==> config.mk <==
export PLATFORM = sky130hd
export DESIGN_NAME = switch_debouncer_flat
export DESIGN_NICKNAME = d
export VERILOG_FILES = /design/src/rtl/switch_debouncer_if.sv /design/src/rtl/switch_debouncer.sv /design/src/flat_wrapper.sv
export SDC_FILE = /design/constraint.sdc
export NUM_CORES = 1
export LEC_CHECK = 0
export BUFFER_PORTS_ARGS = -buffer_cell sky130_fd_sc_hd__buf_2
export CAP_MARGIN = 20
export CORE_MARGIN = 2
export CORE_UTILIZATION = 45
export DETAILED_ROUTE_END_ITERATION = 7
export PLACE_DENSITY = 0.73
export SYNTH_ARGS = -nofsm -noshare
export SYNTH_HDL_FRONTEND = slang
export SYNTH_SLANG_ARGS = --single-unit
==> constraint.sdc <==
create_clock -name clk -period 1.5 [get_ports clk]
set_input_delay 0.15 -clock clk [delete_from_list [all_inputs] [get_ports clk]]
set_output_delay 0.15 -clock clk [all_outputs]
set_load 0.1 [all_outputs]
==> src/rtl/switch_debouncer_if.sv <==
`default_nettype none
// ============================================================================
// switch_debouncer_if : raw switch input and conditioned outputs | Rev 1.0
// ============================================================================
interface switch_debouncer_if;
  logic btn_in;
  logic btn_level;
  logic rise_pulse;
  logic fall_pulse;
  logic busy;

  modport master (
    output btn_in,
    input  btn_level,
    input  rise_pulse,
    input  fall_pulse,
    input  busy
  );

  modport slave (
    input  btn_in,
    output btn_level,
    output rise_pulse,
    output fall_pulse,
    output busy
  );
endinterface
`default_nettype wire

==> src/rtl/switch_debouncer.sv <==
`default_nettype none
// ============================================================================
// switch_debouncer : synchronise and debounce a raw switch line | Rev 1.0
// ============================================================================
module switch_debouncer #(
  parameter int SYNC_STAGES     = 2,
  parameter int CNT_WIDTH       = 16,
  parameter int DEBOUNCE_CYCLES = 50000
) (
  input  wire logic         clk,
  input  wire logic         rst_n,
  switch_debouncer_if.slave bus
);

  localparam logic [1:0] c_IDLE_LOW  = 2'd0;
  localparam logic [1:0] c_WAIT_HIGH = 2'd1;
  localparam logic [1:0] c_IDLE_HIGH = 2'd2;
  localparam logic [1:0] c_WAIT_LOW  = 2'd3;

  localparam logic [CNT_WIDTH-1:0] c_TARGET   = CNT_WIDTH'(DEBOUNCE_CYCLES);
  localparam bit                   c_ONE_SHOT = (DEBOUNCE_CYCLES == 1);

  if (SYNC_STAGES < 2 || SYNC_STAGES > 4) begin : g_bad_sync_stages
    $error("switch_debouncer: SYNC_STAGES must be in 2..4");
  end
  if (DEBOUNCE_CYCLES < 1 ||
      64'(DEBOUNCE_CYCLES) > ((64'(1) << CNT_WIDTH) - 64'(1))) begin : g_bad_cycles
    $error("switch_debouncer: DEBOUNCE_CYCLES out of range for CNT_WIDTH");
  end

  // The state register itself acts as the last synchroniser stage: the FSM
  // decides on the value entering that stage, giving sync latency SYNC_STAGES-1.
  logic [SYNC_STAGES-2:0] sync_q, sync_d;
  logic                   sync_w;

  logic [1:0]           state_q, state_d;
  logic [CNT_WIDTH-1:0] cnt_q, cnt_d;
  logic                 level_q, level_d;
  logic                 rise_q, rise_d;
  logic                 fall_q, fall_d;
  logic                 busy_q, busy_d;

  always_comb begin
    sync_d    = sync_q;
    sync_d[0] = bus.btn_in;
    for (int i = 1; i < SYNC_STAGES - 1; i++) begin
      sync_d[i] = sync_q[i-1];
    end
  end

  assign sync_w = sync_q[SYNC_STAGES-2];

  always_ff @(posedge clk) begin
    if (!rst_n) begin
      sync_q  <= '0;
      state_q <= c_IDLE_LOW;
      cnt_q   <= '0;
      level_q <= 1'b0;
      rise_q  <= 1'b0;
      fall_q  <= 1'b0;
      busy_q  <= 1'b0;
    end else begin
      sync_q  <= sync_d;
      state_q <= state_d;
      cnt_q   <= cnt_d;
      level_q <= level_d;
      rise_q  <= rise_d;
      fall_q  <= fall_d;
      busy_q  <= busy_d;
    end
  end

  always_comb begin
    state_d = state_q;
    cnt_d   = cnt_q;
    case (state_q)
      c_IDLE_LOW: begin
        cnt_d = '0;
        if (sync_w) begin
          if (c_ONE_SHOT) begin
            state_d = c_IDLE_HIGH;
          end else begin
            state_d = c_WAIT_HIGH;
            cnt_d   = CNT_WIDTH'(1);
          end
        end
      end
      c_WAIT_HIGH: begin
        if (!sync_w) begin
          state_d = c_IDLE_LOW;
          cnt_d   = '0;
        end else if (cnt_q == c_TARGET) begin
          state_d = c_IDLE_HIGH;
          cnt_d   = '0;
        end else begin
          cnt_d = cnt_q + 1'b1;
        end
      end
      c_IDLE_HIGH: begin
        cnt_d = '0;
        if (!sync_w) begin
          if (c_ONE_SHOT) begin
            state_d = c_IDLE_LOW;
          end else begin
            state_d = c_WAIT_LOW;
            cnt_d   = CNT_WIDTH'(1);
          end
        end
      end
      c_WAIT_LOW: begin
        if (sync_w) begin
          state_d = c_IDLE_HIGH;
          cnt_d   = '0;
        end else if (cnt_q == c_TARGET) begin
          state_d = c_IDLE_LOW;
          cnt_d   = '0;
        end else begin
          cnt_d = cnt_q + 1'b1;
        end
      end
      default: begin
        state_d = c_IDLE_LOW;
        cnt_d   = '0;
      end
    endcase
  end

  // Outputs are decoded from the next state so they register alongside it.
  always_comb begin
    level_d = (state_d == c_IDLE_HIGH) || (state_d == c_WAIT_LOW);
    busy_d  = (state_d == c_WAIT_HIGH) || (state_d == c_WAIT_LOW);
    rise_d  = level_d & ~level_q;
    fall_d  = ~level_d & level_q;
  end

  assign bus.btn_level  = level_q;
  assign bus.rise_pulse = rise_q;
  assign bus.fall_pulse = fall_q;
  assign bus.busy       = busy_q;

endmodule
`default_nettype wire

==> src/flat_wrapper.sv <==
// flat-port wrapper written by rule: the top's interface ports become plain ports
module switch_debouncer_flat 
#(
  parameter int SYNC_STAGES     = 2,
  parameter int CNT_WIDTH       = 16,
  parameter int DEBOUNCE_CYCLES = 50000
)
  (clk, rst_n, bus_btn_in, bus_btn_level, bus_rise_pulse, bus_fall_pulse, bus_busy);
  switch_debouncer_if bus_i ();
  input  wire logic clk;
  input  wire logic rst_n;
  input wire logic [$bits(bus_i.btn_in)-1:0] bus_btn_in;
  output wire logic [$bits(bus_i.btn_level)-1:0] bus_btn_level;
  output wire logic [$bits(bus_i.rise_pulse)-1:0] bus_rise_pulse;
  output wire logic [$bits(bus_i.fall_pulse)-1:0] bus_fall_pulse;
  output wire logic [$bits(bus_i.busy)-1:0] bus_busy;
  assign bus_i.btn_in = bus_btn_in;
  assign bus_btn_level = bus_i.btn_level;
  assign bus_rise_pulse = bus_i.rise_pulse;
  assign bus_fall_pulse = bus_i.fall_pulse;
  assign bus_busy = bus_i.busy;
  switch_debouncer #(.SYNC_STAGES(SYNC_STAGES), .CNT_WIDTH(CNT_WIDTH), .DEBOUNCE_CYCLES(DEBOUNCE_CYCLES)) u_core (.clk(clk), .rst_n(rst_n), .bus(bus_i));
endmodule
==> results of run 1 <==
[power by group]
group / total, mW / internal (mW) / leakage (nW) / switching (mW)
logic: 0.0261 / 0.00938 / 0.192 / 0.0167
clock network: 0.316 / 0.148 / 0.0210 / 0.168
registers: 0.588 / 0.584 / 0.183 / 0.00411
total: 0.930 / 0.741 / 0.396 / 0.189
[critical path: stages (launching register included)]
cell and delay [ps]:
dfxtp_4 390, inv_2 40, ha_2 160, and4bb_2 230
nand4_1 110, nand4_1 200, buf_6 210, nor2_2 100
[metal layers]
| layer | global-route usage, % | up-vias | wire length (microns) |
|---|---|---|---|
| li1 | - | 407 | - |
| met1 | 18.5 | 370 | 836 |
| met2 | 25.4 | 11 | 997 |
| met3 | 5.45 | 0 | 58 |
| met4 | 4.17 | 0 | 0 |
| met5 | 0 | - | 0 |
[state kept, by name, summed over array words and instances (netlist names)]
| name | flops |
|---|---|
| u_core.bus.fall_pulse | 1 |
| u_core.sync_q | 1 |
| u_core.bus.rise_pulse | 1 |
| u_core.state_q | 2 |
| u_core.cnt_q | 16 |
| u_core.bus.btn_level | 1 |
[Yosys cell counts (all sizes together)]
library cell	instances	area share [%]
and3	1	0.66
clkbuf	1	0.39
nor2b	2	1.3
and4bb	1	1.3
a21oi	1	0.52
and4b	2	2.1
a211oi	1	0.79
and3b	1	0.92
dfxtp	22	46
o31ai	1	0.79
and2	1	0.66
mux2i	1	1.0
nor4	3	2.0
ha	2	2.6
or4	1	0.79
xor2	3	2.8
or3	1	0.66
nand4	7	4.6
nand3	6	4.2
nand2	5	2.0
nor3	5	2.6
inv	7	2.8
nor2	19	7.5
nor3b	1	0.79
xnor2	11	10
[logic make-up after synthesis]
| family | after synthesis | synth area share (%) |
|---|---|---|
| AND/OR/NAND/NOR | 56 | 32.0 |
| flip-flops | 22 | 46.2 |
| XOR/XNOR | 14 | 12.9 |
| buffers and inverters | 8 | 3.15 |
| AO/OA/AOI/OAI | 3 | 2.10 |
| adder cells (fa/ha/maj) | 2 | 2.62 |
| multiplexers | 1 | 1.05 |
[how the worst max path moves through the flow]
stage,from,endpoint,slack [ps],cells past startpoint
final,u_core.cnt_q[0],u_core.cnt_q[14],20,7
after detailed placement,u_core.cnt_q[1],u_core.cnt_q[15],-50,4
after floorplan,u_core.cnt_q[5],u_core.cnt_q[15],10,4
after global routing,u_core.cnt_q[0],u_core.bus.fall_pulse,-60,6
after CTS,u_core.cnt_q[0],u_core.cnt_q[14],2,5
after global placement,u_core.cnt_q[1],u_core.cnt_q[14],-6,5
[timing repair]
action	in CTS	in global routing
buffers inserted	1	0
pin swaps	4	9
gates resized for setup	9	20
setup endpoints to repair	10	16
[cell usage in the layout (no fill, tap or decap), types with 2 or more instances in the layout]
master,Yosys,layout
and4b_1,2,2
buf_2,0,6
buf_4,0,10
buf_6,0,2
clkbuf_4,0,3
dfxtp_1,22,13
dfxtp_2,0,6
dfxtp_4,0,3
inv_1,7,5
inv_2,0,2
nand2_1,5,5
nand3_1,4,4
nand3_2,2,2
nand4_1,7,7
nor2_1,19,9
nor2_2,0,7
nor2_4,0,3
nor2b_1,2,2
nor3_1,5,5
nor4_2,0,2
xnor2_1,11,11
xor2_1,3,3
[area by class of cell]
| cell class | count | area (sq um) |
|---|---|---|
| well taps | 27 | 33.8 |
| repair buffers | 18 | 128 |
| flip-flops and latches | 22 | 459 |
| fillers | 168 | 752 |
| inverters | 7 | 26.3 |
| clock buffers | 4 | 36.3 |
| multi-input cells | 76 | 547 |
==> impl_results.md, run 1 <==
* Critical path arrival at 1720 ps
* Terminus of the critical flop-to-flop path: u_core.cnt_q[14]
* Max-cap viol count at 0
* CTS tree: built
* FF-to-FF setup slack at 20 ps
* Final Util at 62.1%
* Clk Latency, worst-skew pair at 300 ps
* CP Launch Type: register
* Sequential area share after synthesis at 46.2%
* Pre-CTS setup slack at -49.1 ps
* Die H at between 50 and 60 microns
* Cell Area, Synth at 953 sq um
* Final hold slack at 44.9 ps
* DR WL/cell at ~12 microns
* Fin. max-slew vios at 0
* Die ar. at 2500 sq um
* Avg Inst Size Synth at 8.99 sq um
* Count of final setup violators at 0
* FF-to-FF Start: u_core.cnt_q[0]
* Post-synthesis net count at 111
* Worst-path clk slew at 110 ps
* Final setup margin at 24.6 ps
* Worst-Margin Slew at 486 ps
* Max Clock Skew at 3.39 ps
* RSZ-0062 raised after global routing: yes
* Final period util at 98.4%
* Die extent in x at about 50 microns
* Final WL at between 1.5 and 2 mm
* GRT Util Overall at 15.3%
* Number of global-route vias before repair at 759
* DR pass1 iterations at 4
* Core ar. at ~2000 sq um
* Detailed-route via count at 788
* TritonCTS Buffers at 3
* Top-Level Pins at 7
* Setup CP Type: reg -> reg
* Dpl hpwl at around 1.3 mm
* Non-Filler Instances at 154
* Largest net degree at the start of global routing at 13
* Library cells used by synthesis at 26
* Static leakage at 0.396 nW
* Tmin final at 1480 ps
* Post-Synthesis Cells at 106
* Final hold violation count at 0
* Register-to-Register Path Depth at 7
* DRC at 0
* Hold path start: bus_btn_in
* Placed Cells at around 150
* Area growth syn-to-layout at 29.0%
* WP data required at 1750 ps
* Fmax achieved at 678 MHz
* ANT nets after route at 0
* WHS Path Cells at 2
* Yosys reg bits at 22
* Synth warn at 0
* Clock Tree Buf Depth at 2
* Via/cell ratio at 5.12
* Rel. slew slack at 67.8%
* Final Cell Area at about 1200 sq um
* Crit Path Max Fanout at 7
* Cts hold-fix bufs at 0
* First-pass GRT wire length at 2.99 mm
* IO Port Bufs at 6
* Clock Sinks at 22
* Gr ovfl total at 0
* Final TNS setup at 0 ps
* Worst ir drop on vdd at a little over 700 uV
* Layout cells sized above 1 at 40.2%
* Worst setup EP type: register
* Initial antenna violation count at 0
* Final net count at 133
* Rows at 16
* Placed inst area at about 1100 sq um
* Clock root buffer: clkbuf_4
* N_diodes at 0
* # H-tree levels at 1
* GPL Wtd Cong at 0.779
* Hold endpoint: u_core.sync_q
* DR iter-0 viols at 17
* Starting Density at between 40 and 50%
* Run status: finished clean
* Tot Pwr at about 0.93 mW
* Pwr dens at 756 nW/um^2
* Hold Path Class: in -> reg
Power figures use the tool's default switching activity.
==> run 2, diff against run 1 <==
--- a/config.mk
+++ b/config.mk
@@ -7,9 +7,9 @@
 export LEC_CHECK = 0
 export BUFFER_PORTS_ARGS = -buffer_cell sky130_fd_sc_hd__buf_2
 export CAP_MARGIN = 20
-export CORE_MARGIN = 2
 export CORE_UTILIZATION = 45
 export DETAILED_ROUTE_END_ITERATION = 7
+export MAX_ROUTING_LAYER = met4
 export PLACE_DENSITY = 0.73
 export SYNTH_ARGS = -nofsm -noshare
 export SYNTH_HDL_FRONTEND = slang
==> run 2 against run 1 <==
  * The flow now finishes with violations (negative setup slack)
  * Non-clock buffer count up 4
  * Register-to-register slack lost 30 ps
  * Combinational power increased by 11%
  * Core utilization is 3.4 points higher
  * Clock skew increased by 13 ps
  * Clock power up 45%
  * Critical path depth unchanged
  * Setup slack lost 34 ps
  * Hold slack lost 22 ps
  * Design area increased by 5.5%
==> impl_results.md, run 2 (synthesis results as in run 1) <==
* DR WL/cell at 13.4 microns (+9.0%)
* FF-to-FF Start: u_core.cnt_q[1]
* Run status: complete, but fails checks
* RSZ-0062 raised after global routing: yes
* Final WL at 2.12 mm (+12%)
* Failing checks: negative setup slack
* WHS Path Cells at 2 (unchanged)
* Worst-path clk slew at 130 ps (+20 ps)
* Clock Sinks at 22 (unchanged)
* ANT nets after route at 0 (unchanged)
* Final hold violation count at 0 (unchanged)
* Pwr dens at 828 nW/um^2 (+9.4%)
* Multi-input logic area at 567 sq um (+3.7%)
* Rel. slew slack at 67.4% (-0.45 points)
* CTS tree: built
* IO Port Bufs at 6 (unchanged)
* Dpl hpwl at 1.45 mm (+9.7%)
* Max-cap viol count at 0 (unchanged)
* Clock root buffer: clkbuf_4
* Starting Density at 48.1% (unchanged)
* Tot Pwr at 1.07 mW (+15%)
* Via/cell ratio at 5.23 (+2.2%)
* Tmin final at 1510 ps (+33.9 ps)
* Commonest non-fill, non-tap cell in the layout: dfxtp_1
* Final setup margin at -9.33 ps (-33.9 ps)
* Top-Level Pins at 7 (unchanged)
* Final Cell Area at 1300 sq um (+5.5%)
* Detailed-route via count at 826 (+4.8%)
* Core ar. at 1980 sq um (unchanged)
* Top flop regs: u_core.cnt_q: 16 flops, u_core.state_q: 2 flops
* DR pass1 iterations at 4 (unchanged)
* Die ar. at 2310 sq um (-7.8%)
* N_diodes at 0 (unchanged)
* Reg with most FFs: u_core.cnt_q
* DRC at 0 (unchanged)
* GRT Util Overall at 21.4% (+6.1 points)
* Setup CP Type: reg -> reg
* Final net count at 137 (+3.0%)
* Rows at 16 (unchanged)
* Die extent in x at 48.0 microns (-4.0%)
* Gr ovfl total at 0 (unchanged)
* Number of global-route vias before repair at 752 (-0.92%)
* Layout fillers at 149 (-11%)
* Cts hold-fix bufs at 0 (unchanged)
* Max Clock Skew at 16.2 ps (+12.8 ps)
* Worst ir drop on vdd at 740 uV (+5.0%)
* Count of final setup violators at 7 (+7)
* Storage cell area at 455 sq um (-0.82%)
* GPL Wtd Cong at 0.866 (+11%)
* Final period util at 101% (+2.3 points)
* First-pass GRT wire length at 3.16 mm (+5.5%)
* Max reg flops at 16 (unchanged)
* Hold Path Class: in -> reg
* Hold path start: bus_btn_in
* Largest net degree at the start of global routing at 14 (+1)
* Layout cells sized above 1 at 41.2% (+1.1 points)
* FF-to-FF setup slack at -9 ps (-30 ps)
* Static leakage at 0.420 nW (+6.0%)
* Critical path arrival at 1770 ps (+50 ps)
* Fin. max-slew vios at 0 (unchanged)
* Crit Path Max Fanout at 7 (unchanged)
* Die H at 48.0 microns (-4.0%)
* Worst setup EP type: register
* Area growth syn-to-layout at 36.1%
* # H-tree levels at 1 (unchanged)
* Placed inst area at 1130 sq um (+2.0%)
* Worst-Margin Slew at 493 ps (+6.80 ps)
* Terminus of the critical flop-to-flop path: u_core.cnt_q[10]
* Clk Latency, worst-skew pair at 320 ps (+20 ps)
* Hold endpoint: u_core.sync_q
* TritonCTS Buffers at 3 (unchanged)
* Most frequent cells in the layout: dfxtp_1, buf_4, xnor2_1, nor2_1
* Fmax achieved at 663 MHz (-2.2%)
* Clock Tree Buf Depth at 2 (unchanged)
* DR iter-0 viols at 10 (-7)
* Register-to-Register Path Depth at 7 (unchanged)
* WP data required at 1760 ps (about the same)
* Initial antenna violation count at 0 (unchanged)
* CP Launch Type: register
[run 2: cell types whose count changed in the layout (fill, tap and decap cells not counted), sizes merged]
| cell | previous run | this run |
|---|---|---|
| clkbuf | 4 | 3 |
| bufinv | 0 | 1 |
| buf | 18 | 22 |
[run 2: stage by stage]
| stage | TNS [ps] | utilization, % | std cells | setup WS, ps | hold WS (ps) |
|---|---|---|---|---|---|
| 6_report | -19.2 | 65.5 | 158 | -9.33 | 23.2 |
| 5_1_grt | -1110 | 65.5 | 158 | -84.6 | 15.2 |
| 4_1_cts | -10.6 | 62.8 | 158 | -4.93 | 25.1 |
| 3_5_place_dp | -402 | 56.8 | 152 | -56.3 | 366 |
| 3_3_place_gp | -184 | 56.8 | 152 | -25.9 | 360 |
| 2_1_floorplan | 0 | - | 106 | 10.3 | 272 |
[run 2: area by class of cell]
| type | count | share of cell area, % |
|---|---|---|
| Clock inverter | 1 | 2.31 |
| Timing Repair Buffer | 22 | 12.2 |
| Clock buffer | 3 | 1.74 |
| Multi-Input combinational cell | 76 | 43.7 |
| Sequential cell | 22 | 35.1 |
| Tap cell | 27 | 2.60 |
| Inverter | 7 | 2.41 |
[run 2: routing by layer]
metal	share of wire, %	GRT usage (%)	up-vias
met2	51	34.1	21
met4	2.7	12.8	0
li1	-	-	414
met3	4.6	5.66	6
met5	0	-	-
met1	42	23.9	385
[run 2: how the worst max path moves through the flow]
stage / from / end / slack (ps) / depth (start not counted)
CTS: u_core.cnt_q[0] / u_core.cnt_q[8] / -5 / 7
global placement: u_core.cnt_q[1] / u_core.cnt_q[14] / -30 / 7
finish: u_core.cnt_q[1] / u_core.cnt_q[10] / -9 / 7
detailed placement: u_core.cnt_q[1] / u_core.cnt_q[11] / -60 / 7
floorplan: u_core.cnt_q[5] / u_core.cnt_q[15] / 10 / 4
global route: u_core.cnt_q[1] / u_core.cnt_q[10] / -80 / 7
[run 2: worst max-delay path, cell delays in order (launching register included)]
cell,delay (ps)
dfxtp_4,400
inv_4,40
ha_4,150
and4bb_2,220
nand4_1,110
nand4_1,220
buf_6,230
nor2_1,80
[run 2: repair_timing]
item | in CTS | in global routing
resized for setup | 16 | 15
endpoints found under the setup margin | 19 | 18
pin swaps | 17 | 5
buffers inserted | 2 | 0
[run 2: report_power, final]
part / leakage [nW] / internal (mW) / total, mW / switching, mW
Combinational: 0.211 / 0.0112 / 0.0290 / 0.0178
Sequential: 0.181 / 0.584 / 0.588 / 0.00439
Clock: 0.0279 / 0.271 / 0.457 / 0.186
